==> src/rtl/alu_arbiter.sv <==
// rtl/alu_arbiter.sv - two-requester round-robin scheduler for the shared 8-bit ALU

module alu_arbiter #(
   parameter int ALU_LAT = 1
) (
   input  logic       clk,
   input  logic       reset,
   input  logic       req0_valid,
   output logic       req0_ready,
   input  logic [3:0] req0_sel,
   input  logic [7:0] req0_a,
   input  logic [7:0] req0_b,
   input  logic       req1_valid,
   output logic       req1_ready,
   input  logic [3:0] req1_sel,
   input  logic [7:0] req1_a,
   input  logic [7:0] req1_b,
   output logic       resp0_valid,
   output logic       resp1_valid,
   output logic [7:0] resp_data,
   output logic [3:0] alu_sel,
   output logic [7:0] alu_a,
   output logic [7:0] alu_b,
   input  logic [7:0] alu_x,
   output logic       busy,
   output logic [7:0] op_count
);

   localparam logic [1:0] S_IDLE = 2'd0;
   localparam logic [1:0] S_EXEC = 2'd1;
   localparam logic [1:0] S_RESP = 2'd2;

   // Settle counter preload: EXEC lasts exactly ALU_LAT cycles, ending when cnt hits 0.
   localparam logic [3:0] LAT_M1 = 4'(ALU_LAT - 1);

   logic [1:0] state;
   logic       last_grant;  // requester granted most recently; the other wins a tie
   logic       owner;       // requester whose operation is in flight
   logic [3:0] cnt;
   logic       idle;

   // Handshake, response strobes and busy decode straight from the state register.
   always_comb begin
      idle        = (state == S_IDLE);
      req0_ready  = idle & req0_valid & (~req1_valid | last_grant);
      req1_ready  = idle & req1_valid & (~req0_valid | ~last_grant);
      resp0_valid = (state == S_RESP) & ~owner;
      resp1_valid = (state == S_RESP) & owner;
      busy        = ~idle;
   end

   // Control FSM plus operand/result registers; operands and result persist until overwritten.
   always_ff @(posedge clk) begin
      if (reset) begin
         state      <= S_IDLE;
         last_grant <= 1'b1;
         owner      <= 1'b0;
         cnt        <= 4'd0;
         alu_sel    <= 4'd0;
         alu_a      <= 8'd0;
         alu_b      <= 8'd0;
         resp_data  <= 8'd0;
         op_count   <= 8'd0;
      end else begin
         case (state)
            S_IDLE: begin
               if (req0_ready) begin
                  alu_sel    <= req0_sel;
                  alu_a      <= req0_a;
                  alu_b      <= req0_b;
                  owner      <= 1'b0;
                  last_grant <= 1'b0;
                  cnt        <= LAT_M1;
                  state      <= S_EXEC;
               end else if (req1_ready) begin
                  alu_sel    <= req1_sel;
                  alu_a      <= req1_a;
                  alu_b      <= req1_b;
                  owner      <= 1'b1;
                  last_grant <= 1'b1;
                  cnt        <= LAT_M1;
                  state      <= S_EXEC;
               end
            end
            S_EXEC: begin
               if (cnt == 4'd0) begin
                  resp_data <= alu_x;
                  op_count  <= op_count + 8'd1;
                  state     <= S_RESP;
               end else begin
                  cnt <= cnt - 4'd1;
               end
            end
            S_RESP: begin
               state <= S_IDLE;
            end
            default: begin
               state <= S_IDLE;
            end
         endcase
      end
   end

endmodule

==> config.mk <==
export PLATFORM = sky130hd
export DESIGN_NAME = alu_arbiter
export DESIGN_NICKNAME = d
export VERILOG_FILES = /design/src/rtl/alu_arbiter.sv
export SDC_FILE = /design/constraint.sdc
export NUM_CORES = 1
export LEC_CHECK = 0
export CAP_MARGIN = 5
export CORE_ASPECT_RATIO = 0.75
export CORE_MARGIN = 3
export CORE_UTILIZATION = 41
export CTS_CLUSTER_DIAMETER = 30
export DETAILED_ROUTE_END_ITERATION = 8
export PLACE_DENSITY_LB_ADDON = 0.05
export SYNTH_ARGS = -nofsm -noshare
export SYNTH_HDL_FRONTEND = slang
export SYNTH_SLANG_ARGS = --single-unit
==> constraint.sdc <==
create_clock -name clk -period 2.15 [get_ports clk]
set_input_delay 0.3225 -clock clk [delete_from_list [all_inputs] [get_ports clk]]
set_output_delay 0.3225 -clock clk [all_outputs]
set_load 0.01 [all_outputs]
==> impl_results.md <==
* Syn Area/Cell at 8.311 sq um
* Synth top area share at 42.56%
* Crit Reg-Reg Endpoint: op_count[3]$_SDFFE_PP0P_
* Actual slew at the worst max-slew pin at 0.8035 ns
* Pin count of the biggest net entering global routing at 23
* Setup Viol. Count Final at 0
* Skew final at 0.005616 ns
* Die ar. at 0.005945 sq mm
* YS warnings at 0
* Gr ovfl total at 0
* Via total after detailed routing at 2301
* DRT iter0 DRCs at 102
* Multi-input gate area at 0.001077 sq mm
* Data arrival, critical path at roughly 1.7 ns
* CP bufs+invs at 2
* Worst endpoint required time at ~1.8 ns
* Synthesized area at 0.002069 sq mm
* Number of I/O port buffers at between 90 and 100
* Hold Crit Start: resp_data[4]$_SDFFE_PP0P_
* Clock Latency Late Sink at 0.30 ns
* Post-synthesis net count at 303
* R2r setup slk at 0.28 ns
* Post-CTS Repair Setup Buffers at 0
* Highest Clock Rate at between 0.4 and 0.5 GHz
* Cell Chain, Critical Path: clkdlybuf4s50_1 > or3b_2 > nor2_1 > dlygate4sd2_1
* Startpoint class of the critical path: input pin
* CTS tree: built
* Layout cells sized above 1 at 9.145%
* Final WL at 6389 um
* Outcome: completed
* Worst slew margin at 46.44%
* Critical Path Fanout Max at 2
* Fillers at 394
* Crit-path max cell delay at 0.47 ns
* # DRC at 0
* Vias in the first global route at 2083
* R2R depth at 5
* GRT Util Overall at between 20% and 30%
* Endpoint type of the worst setup path: primary output
* Mapped Cells at 249
* Nets@finish at 392
* PD cells at between 600 and 700 mW/mm^2
* Core footprint at approximately 0.0047 sq mm
* Final core utilization at 69.20%
* Dominant cell type by area after synthesis: dfxtp_1
* Worst slack, placed at -0.1303 ns
* Static Leak at 1.130 nW
* CTS Sinks at 44
* Max Cap Viol at 0
* IO Pins at just over 90
* DP HPWL at 4512 um
* Max Root-Sink Buffers at 2
* Final hold viol count at 0
* Slowest cell on crit path: clkdlybuf4s50_1
* RePlAce Congestion at 0.8006
* Row cnt at 21
* Seq cells post-synth at 44
* Initial antenna violation count at 0
* CTS buffer count at 5
* RSZ-0062 raised after global routing: false
* Die H at a little under 70 um
* Synth area leaders: dfxtp_1 43%, a21oi_1 8.9%, a311oi_1 8.5%
* Vias per std cell at 5.811
* Setup ws final at between 0.1 and 0.15 ns
* Final ANT Viol Nets at 0
* Worst VDD drop at 0.0003772 V
* Cell variety after synth at 33
* Die width at 88.04 um
* Hold Crit Class: register to register
* Drt pass-1 iters at 4
* Post-synthesis sequential area ratio at 42.56%
* Cell family with most CP delay: buffers and inverters
* N_diodes at 0
* CP Class: input pin to primary output
* Setup TNS at 0 ns
* Hold EP: resp_data[4]$_SDFFE_PP0P_
* Slew Limit Fails at 0
* Reg-to-reg startpoint: cnt[0]$_SDFFE_PP0P_
* Hold Path Depth at 2
* Worst-path clk slew at around 0.08 ns
* First-pass GRT wire length at a little over 10000 um
* Root Driver: clkbuf_8
* Sequential Area at 880.8 sq um
* P&R area growth vs syn at 55.50%
* Initial Util at 44.50%
* Avg WL per Cell at 16.13 um
* Fin crit period at 2.007 ns
* Final Cycle Share at between 90% and 100%
* H-tree levels at 2
[kinds of logic (layout without fill, tap and decap cells)]
| group | count (synthesis) | after routing | share of synthesized area (%) |
|---|---|---|---|
| compound gates | 100 | 100 | 29.44 |
| fa+ha+maj | 2 | 2 | 1.209 |
| buf+inv | 29 | 119 | 5.623 |
| flops | 44 | 44 | 42.56 |
| mux | 1 | 1 | 0.5441 |
| simple gates | 73 | 73 | 20.62 |
[stage by stage]
stage               instance area (sq um)  std cells  hold WS [ns]  power [mW]
floorplan                            2069        249        0.4690       1.228
global placement                     3094        388        0.4609       1.557
detailed placement                   3094        388        0.4681       1.561
CTS                                  3218        396        0.4781       2.241
global route                         3218        396        0.4993       2.327
finish                               3218        396        0.4801       2.230
[how the worst max path moves through the flow]
stage	depth (start not counted)	end	from
2_1_floorplan	5	op_count[3]$_SDFFE_PP0P_	cnt[0]$_SDFFE_PP0P_
3_3_place_gp	4	req1_ready	req1_valid
3_5_place_dp	4	req1_ready	req1_valid
4_1_cts	4	req1_ready	req1_valid
5_1_grt	4	req1_ready	req1_valid
6_report	4	req0_ready	req0_valid
[Yosys cell counts, drive strengths merged]
library cell,instances
nand4bb,1
dfxtp,44
o32ai,1
nor3b,4
o31ai,6
a211o,1
inv,3
buf,7
or4,5
nand4,1
o22ai,2
clkbuf,19
or3b,3
nand2,4
nand3,31
nand4b,2
o21ai,30
nand2b,4
and2,1
or3,3
a211oi,2
ha,2
or2,2
a21oi,37
nor3,2
mux2,1
and3b,1
a32oi,1
a311oi,20
nor2,5
nor2b,4
[where the power goes]
part | switching [mW] | internal [mW]
clock network | 0.278 | 0.410
registers | 0.0448 | 0.891
logic | 0.279 | 0.327
[layout make-up]
type | instances | share of cell area (%)
Clock buffer | 7 | 2.994
Timing Repair Buffer | 108 | 32.66
Multi-Input combinational cell | 176 | 33.48
Tap cell | 57 | 2.216
Inverter | 3 | 0.3499
Sequential cell | 44 | 27.37
Clock inverter | 1 | 0.9331
[cell usage in the layout (no fill, tap or decap), drive strengths merged, types with 3 or more instances in the layout]
master and n:
or3 3, nor2 5, nor2b 4, o21ai 30
or3b 3, or4 5, buf 16, a21oi 37
a311oi 20, clkdlybuf4s50 90, inv 3, clkbuf 7
nand2 4, nor3b 4, dfxtp 44, o31ai 6
nand2b 4, nand3 31
[worst min-delay path: cells and delay by family, from the launching register on]
kind	cells	cell delay (ns)
flops	1	0.31
compound gates	2	0.12
[sequential cells by signal, summed over array words and instances (netlist names)]
signal,cells
alu_sel,4
alu_a,8
cnt,4
state,2
owner,1
last_grant,1
alu_b,8
resp_data,8
op_count,8
[repair_timing]
item                                    in CTS  in global routing
gates resized for setup                      2                  0
endpoints found under the setup margin       2                  0
hold buffers                                 0                  0
[metal layers]
metal | vias to the layer above | track usage, % | wire [um]
met5 | - | 0 | 0
met4 | 0 | 6.604 | 87
met3 | 9 | 5.854 | 447
met2 | 83 | 31.77 | 2734
met1 | 1081 | 31.16 | 3119
li1 | 1128 | - | -
Note: power is estimated with default switching activity, not from simulation.
